**src/rtl/block_mem_cfg.sv**
```systemverilog
// -----------------------------------------------------------------------------
// block_mem_cfg
//   Configurable memory tile for the fabric array. A 3-bit configuration word
//   is shifted in serially and selects addressed-RAM or first-word-fall-through
//   FIFO operation. Both sides use valid/ready handshakes.
//
//   cfg[0]   : enable
//   cfg[2:1] : mode (01 RAM, 10 FIFO, 00/11 disabled)
//
// Ports
//   clk        : single clock for config chain and datapath
//   reset      : asynchronous, active-low reset
//   config_en  : shift enable for the configuration chain
//   config_in  : serial configuration data in
//   config_out : serial configuration data out (cfg[0]) to the next tile
//   in0        : RAM address (bits [AW-1:0]) / FIFO push data
//   in1        : RAM write data (unused in FIFO mode)
//   we         : RAM write flag (1 write, 0 read)
//   in_valid   : request / push valid
//   in_ready   : request / push accepted when in_valid & in_ready
//   out0       : read data or FIFO head, zero when out_valid is low
//   out_valid  : out0 holds valid data
//   out_ready  : consumer accepts out0 when out_valid & out_ready
// -----------------------------------------------------------------------------
module block_mem_cfg #(
  parameter  int WIDTH = 32,
  parameter  int DEPTH = 16,
  localparam int AW    = $clog2(DEPTH)
) (
  input  logic             clk,
  input  logic             reset,
  input  logic             config_en,
  input  logic             config_in,
  output logic             config_out,
  input  logic [WIDTH-1:0] in0,
  input  logic [WIDTH-1:0] in1,
  input  logic             we,
  input  logic             in_valid,
  output logic             in_ready,
  output logic [WIDTH-1:0] out0,
  output logic             out_valid,
  input  logic             out_ready
);

  typedef enum logic [1:0] {
    MODE_OFF  = 2'b00,
    MODE_RAM  = 2'b01,
    MODE_FIFO = 2'b10,
    MODE_BAD  = 2'b11
  } mode_e;

  localparam logic [AW:0] FULL_COUNT = (AW+1)'(DEPTH);

  logic [2:0]       r_cfg;
  logic [WIDTH-1:0] r_mem [DEPTH];
  logic [AW-1:0]    r_rd_ptr;
  logic [AW-1:0]    r_wr_ptr;
  logic [AW:0]      r_count;
  logic [WIDTH-1:0] r_rd_data;
  logic             r_rd_valid;

  mode_e            w_mode;
  logic             w_ram;
  logic             w_fifo;
  logic [AW-1:0]    w_addr;
  logic             w_full;
  logic             w_empty;
  logic             w_accept;
  logic             w_ram_wr;
  logic             w_ram_rd;
  logic             w_push;
  logic             w_pop;
  logic             w_mem_we;
  logic [AW-1:0]    w_mem_waddr;
  logic [WIDTH-1:0] w_mem_wdata;
  logic             w_unused_in0_hi;

  // Only the low AW bits of in0 address the RAM.
  assign w_unused_in0_hi = ^in0[WIDTH-1:AW];

  assign w_mode     = mode_e'(r_cfg[2:1]);
  assign w_ram      = r_cfg[0] && (w_mode == MODE_RAM);
  assign w_fifo     = r_cfg[0] && (w_mode == MODE_FIFO);
  assign w_addr     = in0[AW-1:0];
  assign w_full     = (r_count == FULL_COUNT);
  assign w_empty    = (r_count == '0);
  assign config_out = r_cfg[0];

  // Handshake decode. A config shift cycle blocks every transfer.
  always_comb begin
    in_ready  = 1'b0;
    out_valid = 1'b0;
    out0      = '0;
    if (w_ram) begin
      in_ready  = !config_en && (!r_rd_valid || out_ready);
      out_valid = r_rd_valid;
      if (r_rd_valid) out0 = r_rd_data;
    end else if (w_fifo) begin
      in_ready  = !config_en && !w_full;
      out_valid = !w_empty;
      if (!w_empty) out0 = r_mem[r_rd_ptr];
    end
  end

  assign w_accept = in_valid && in_ready;
  assign w_ram_wr = w_ram  && w_accept && we;
  assign w_ram_rd = w_ram  && w_accept && !we;
  assign w_push   = w_fifo && w_accept;
  assign w_pop    = w_fifo && !w_empty && out_ready && !config_en;

  // One shared write port serves both modes.
  always_comb begin
    w_mem_we    = 1'b0;
    w_mem_waddr = '0;
    w_mem_wdata = '0;
    if (w_ram_wr) begin
      w_mem_we    = 1'b1;
      w_mem_waddr = w_addr;
      w_mem_wdata = in1;
    end else if (w_push) begin
      w_mem_we    = 1'b1;
      w_mem_waddr = r_wr_ptr;
      w_mem_wdata = in0;
    end
  end

  // Storage is never reset.
  always_ff @(posedge clk) begin
    if (w_mem_we) r_mem[w_mem_waddr] <= w_mem_wdata;
  end

  // Configuration shift chain: first bit shifted ends up in cfg[0].
  always_ff @(posedge clk or negedge reset) begin
    if (!reset) begin
      r_cfg <= '0;
    end else if (config_en) begin
      r_cfg <= {config_in, r_cfg[2:1]};
    end
  end

  // RAM output register. Reads sample the array before any same-edge write.
  always_ff @(posedge clk or negedge reset) begin
    if (!reset) begin
      r_rd_data  <= '0;
      r_rd_valid <= 1'b0;
    end else if (config_en) begin
      r_rd_data  <= '0;
      r_rd_valid <= 1'b0;
    end else if (w_ram_rd) begin
      r_rd_data  <= r_mem[w_addr];
      r_rd_valid <= 1'b1;
    end else if (r_rd_valid && out_ready) begin
      r_rd_data  <= '0;
      r_rd_valid <= 1'b0;
    end
  end

  // FIFO pointers and occupancy.
  always_ff @(posedge clk or negedge reset) begin
    if (!reset) begin
      r_rd_ptr <= '0;
      r_wr_ptr <= '0;
      r_count  <= '0;
    end else if (config_en) begin
      r_rd_ptr <= '0;
      r_wr_ptr <= '0;
      r_count  <= '0;
    end else begin
      if (w_push) r_wr_ptr <= r_wr_ptr + AW'(1);
      if (w_pop)  r_rd_ptr <= r_rd_ptr + AW'(1);
      case ({w_push, w_pop})
        2'b10:   r_count <= r_count + (AW+1)'(1);
        2'b01:   r_count <= r_count - (AW+1)'(1);
        default: r_count <= r_count;
      endcase
    end
  end

endmodule

```
**config.mk**
```make
export PLATFORM = sky130hd
export DESIGN_NAME = block_mem_cfg
export DESIGN_NICKNAME = d
export VERILOG_FILES = /design/src/rtl/block_mem_cfg.sv
export SDC_FILE = /design/constraint.sdc
export NUM_CORES = 1
export LEC_CHECK = 0
export CORE_MARGIN = 4
export CORE_UTILIZATION = 65
export DETAILED_ROUTE_END_ITERATION = 8
export PLACE_DENSITY = 0.95
export REMOVE_ABC_BUFFERS = 1
export SYNTH_ARGS = -nofsm -noshare
export SYNTH_HDL_FRONTEND = slang
export SYNTH_SLANG_ARGS = --single-unit
```
**constraint.sdc**
```tcl
create_clock -name clk -period 7.5 [get_ports clk]
set_input_delay 2.25 -clock clk [delete_from_list [all_inputs] [get_ports clk]]
set_output_delay 2.25 -clock clk [all_outputs]
set_load 0.02 [all_outputs]
```
==> out/metrics.yaml <==
routed-via-count: 16500
synth_edf_count: 512
worstPathArrival_ns: 4.07
layout_min_cycle_time_ns: 6.32
drtIter0Drc: 2872
io_pins: 106
crit_chain: "clkdlybuf4s50_1 -> nand2b_1 -> nand2_1 -> a21oi_1 -> clkdlybuf4s50_1"
cts.sinks: 561
cts_tree: "done"
ir_worst_vdd_v: 0.000221
cts-root-buf: "clkbuf_16"
post_cts_buffers: 0
fillCellCount: 2069
final_cell_mix: "edfxtp_1, mux4_2, clkdlybuf4s50_1, mux2i_1, a22o_1"
final_antenna_net_count: 0
layout_commonest_cell: "edfxtp_1"
drive_gt1_share_pct: 27.1
nets: 1540
place_hpwl_mm: 40.1
finalCritPeriodShare_pct: 84.3
synth_area_leader_cell: "edfxtp_1"
floorplan.die_area_um2: 43600
synth_area_um2: 26200
grt_max_degree: 95
cts.htree.levels: 2
start_util_pct: 65.8
cts_buffer_depth: 3
area_growth_syn_to_layout_pct: 13.4
die_x_um: 209
antenna_found_initial: 1
vias_per_cell: 8.13
wl_per_cell_um: 38.0
grt_pass1_vias: 17000
end_kind: "output pin"
post_cts_resized: 0
syn_inst: 1381
track_usage_pct: 35.7
hold_class: "flop to flop"
place.gp.congestion: 0.856
ys_seq_area_share_pct: 63.4
slew_headroom_pct: 13.3
worst_setup_path_start_kind: "input pin"
row_count: 73
worstMarginPinSlew_ns: 1.30
cap_violations: 0
total_leakage_power_uw: 0.00900
grt_pass1_wl_mm: 114
crit_path_max_incr_delay_ns: 0.73
yosysWarningCount: 0
setup_tns_ns: 0
timing.hold.ws_ns: 0.477
routed_wl_mm: 77.3
crit_path_frequent_cell: "clkdlybuf4s50_1"
synth_area_leaders: "edfxtp_1, mux4_2, dfrtp_1"
drc: 0
ys_seq_elements: 561
path_max_fanout: 11
grt_overflow: 0
cpMaxStageDelayCell: "clkdlybuf4s50_1"
slew_violations: 0
finalSetupViolCount: 0
worst-setup-path-type: "input pin to output pin"
path_clk_slew_ns: 0.06
syn_avg_cell_area_um2: 19.0
chipHeight_um: 209
hold_buffers: 0
yosysUniqueCellTypes: 48
synth.top_cell.area_share_pct: 58.7
power_density_nw_per_um2: 217
skew_ns: 0.0233
grt_setup_unrepaired: "false"
max_freq_mhz: 158
coreArea_um2: 39800
ys.flop_type: "edfxtp_1"
dr.pass1.iters: 6
numCtsBuffers: 54
outcome: "completed"
insertion_delay_ns: 0.61
io_buffer_count: 105
crit_required_ns: 5.25
async_reset_ff_share_pct: 8.73
hold_viol_final: 0
## final timing paths
| path | slack [ns] | cells after the start | endpoint | startpoint |
|---|---|---|---|---|
| min in group asynchronous | 1.86 | 2 | r_rd_data[24] | reset |
| worst max-delay path | 1.18 | 5 | in_ready | out_ready |
| max in group asynchronous | 4.87 | 2 | r_rd_ptr[0] | reset |
| worst max register to register | 3.45 | 7 | r_mem[0][1] | r_count[2] |
| worst min-delay path | 0.48 | 1 | r_rd_data[30] | r_rd_data[30] |
| worst min register to register | 0.48 | 1 | r_rd_data[30] | r_rd_data[30] |
## per-layer routing
layer / part of all wire [%] / vias to the layer above / global-route usage (%)
met3: 14 / 443 / 9.28
met2: 49 / 1815 / 57.7
met4: 6.8 / 2 / 18.2
met1: 30 / 8207 / 45.6
met5: 0.023 / - / 0
li1: - / 6077 / -
## cell type report
class / count / area [µm²] / area share [%]
Clock inverter: 27 / 262 / 0.881
Timing Repair Buffer: 144 / 1400 / 4.72
Sequential cell: 561 / 16600 / 55.9
Tap cell: 525 / 657 / 2.21
Clock buffer: 72 / 1480 / 4.98
Inverter: 3 / 13.8 / 0.0463
Multi-Input combinational cell: 701 / 9270 / 31.2
Antenna cell: 1 / 2.50 / 0.00843
## where the power goes
group / switching (µW) / internal, µW / leakage, µW
clock: 1170 / 1560 / 0.000851
sequential: 12.8 / 3410 / 0.00475
combinational: 166 / 137 / 0.00340
## sequential cells by signal, summed over array words and instances, names as in the netlist
register    count
r_cfg           3
r_count         5
r_wr_ptr        4
r_rd_data      32
r_rd_valid      1
r_rd_ptr        4
r_mem         512
## logic make-up after synthesis
family,count (synthesis),synth area share (%)
AOI/OAI and AO/OA,221,6.08
xor gates and xnor gates,8,0.268
adders and majority gates,4,0.191
buffers and inverters,119,1.85
DFF,561,63.4
muxes,359,26.0
and+or+nand+nor,109,2.27
## through the flow
step                      instances  utilization (%)  worst slack [ns]  instance area [µm²]  total power (µW)
final                          2034             74.6              1.18                29700              6450
after global routing           2033             74.6              1.05                29700              6610
after CTS                      2033             74.6              1.19                29700              6440
after detailed placement       1934             70.2              1.23                28000              3780
after global placement         1934             70.2              1.22                28000              3760
after floorplan                1265                -             -1.24                25700              3630
## cell usage after synthesis, types with 3 or more instances
| master | number |
|---|---|
| a21oi_1 | 39 |
| mux4_2 | 256 |
| mux2_2 | 3 |
| a211oi_1 | 33 |
| or3_1 | 3 |
| buf_2 | 25 |
| nand3_1 | 5 |
| nand2_1 | 10 |
| ha_1 | 4 |
| dfrtp_1 | 49 |
| clkbuf_1 | 80 |
| nand3b_1 | 3 |
| nor3_1 | 5 |
| nand2b_1 | 4 |
| mux2i_1 | 100 |
| and3b_1 | 3 |
| edfxtp_1 | 512 |
| nor2b_1 | 35 |
| nor2_1 | 28 |
| and3_1 | 3 |
| xor2_1 | 7 |
| a22o_1 | 64 |
| buf_1 | 10 |
| a21o_1 | 32 |
| o22ai_1 | 33 |
| o21ai_0 | 7 |
## critical path, delay by kind of cell
family | cells | cell delay (ns)
AOI/OAI and AO/OA | 1 | 0.15
and+or+nand+nor | 2 | 0.32
buffers and inverters | 2 | 1.35
Note: power is estimated with default switching activity, not from simulation.
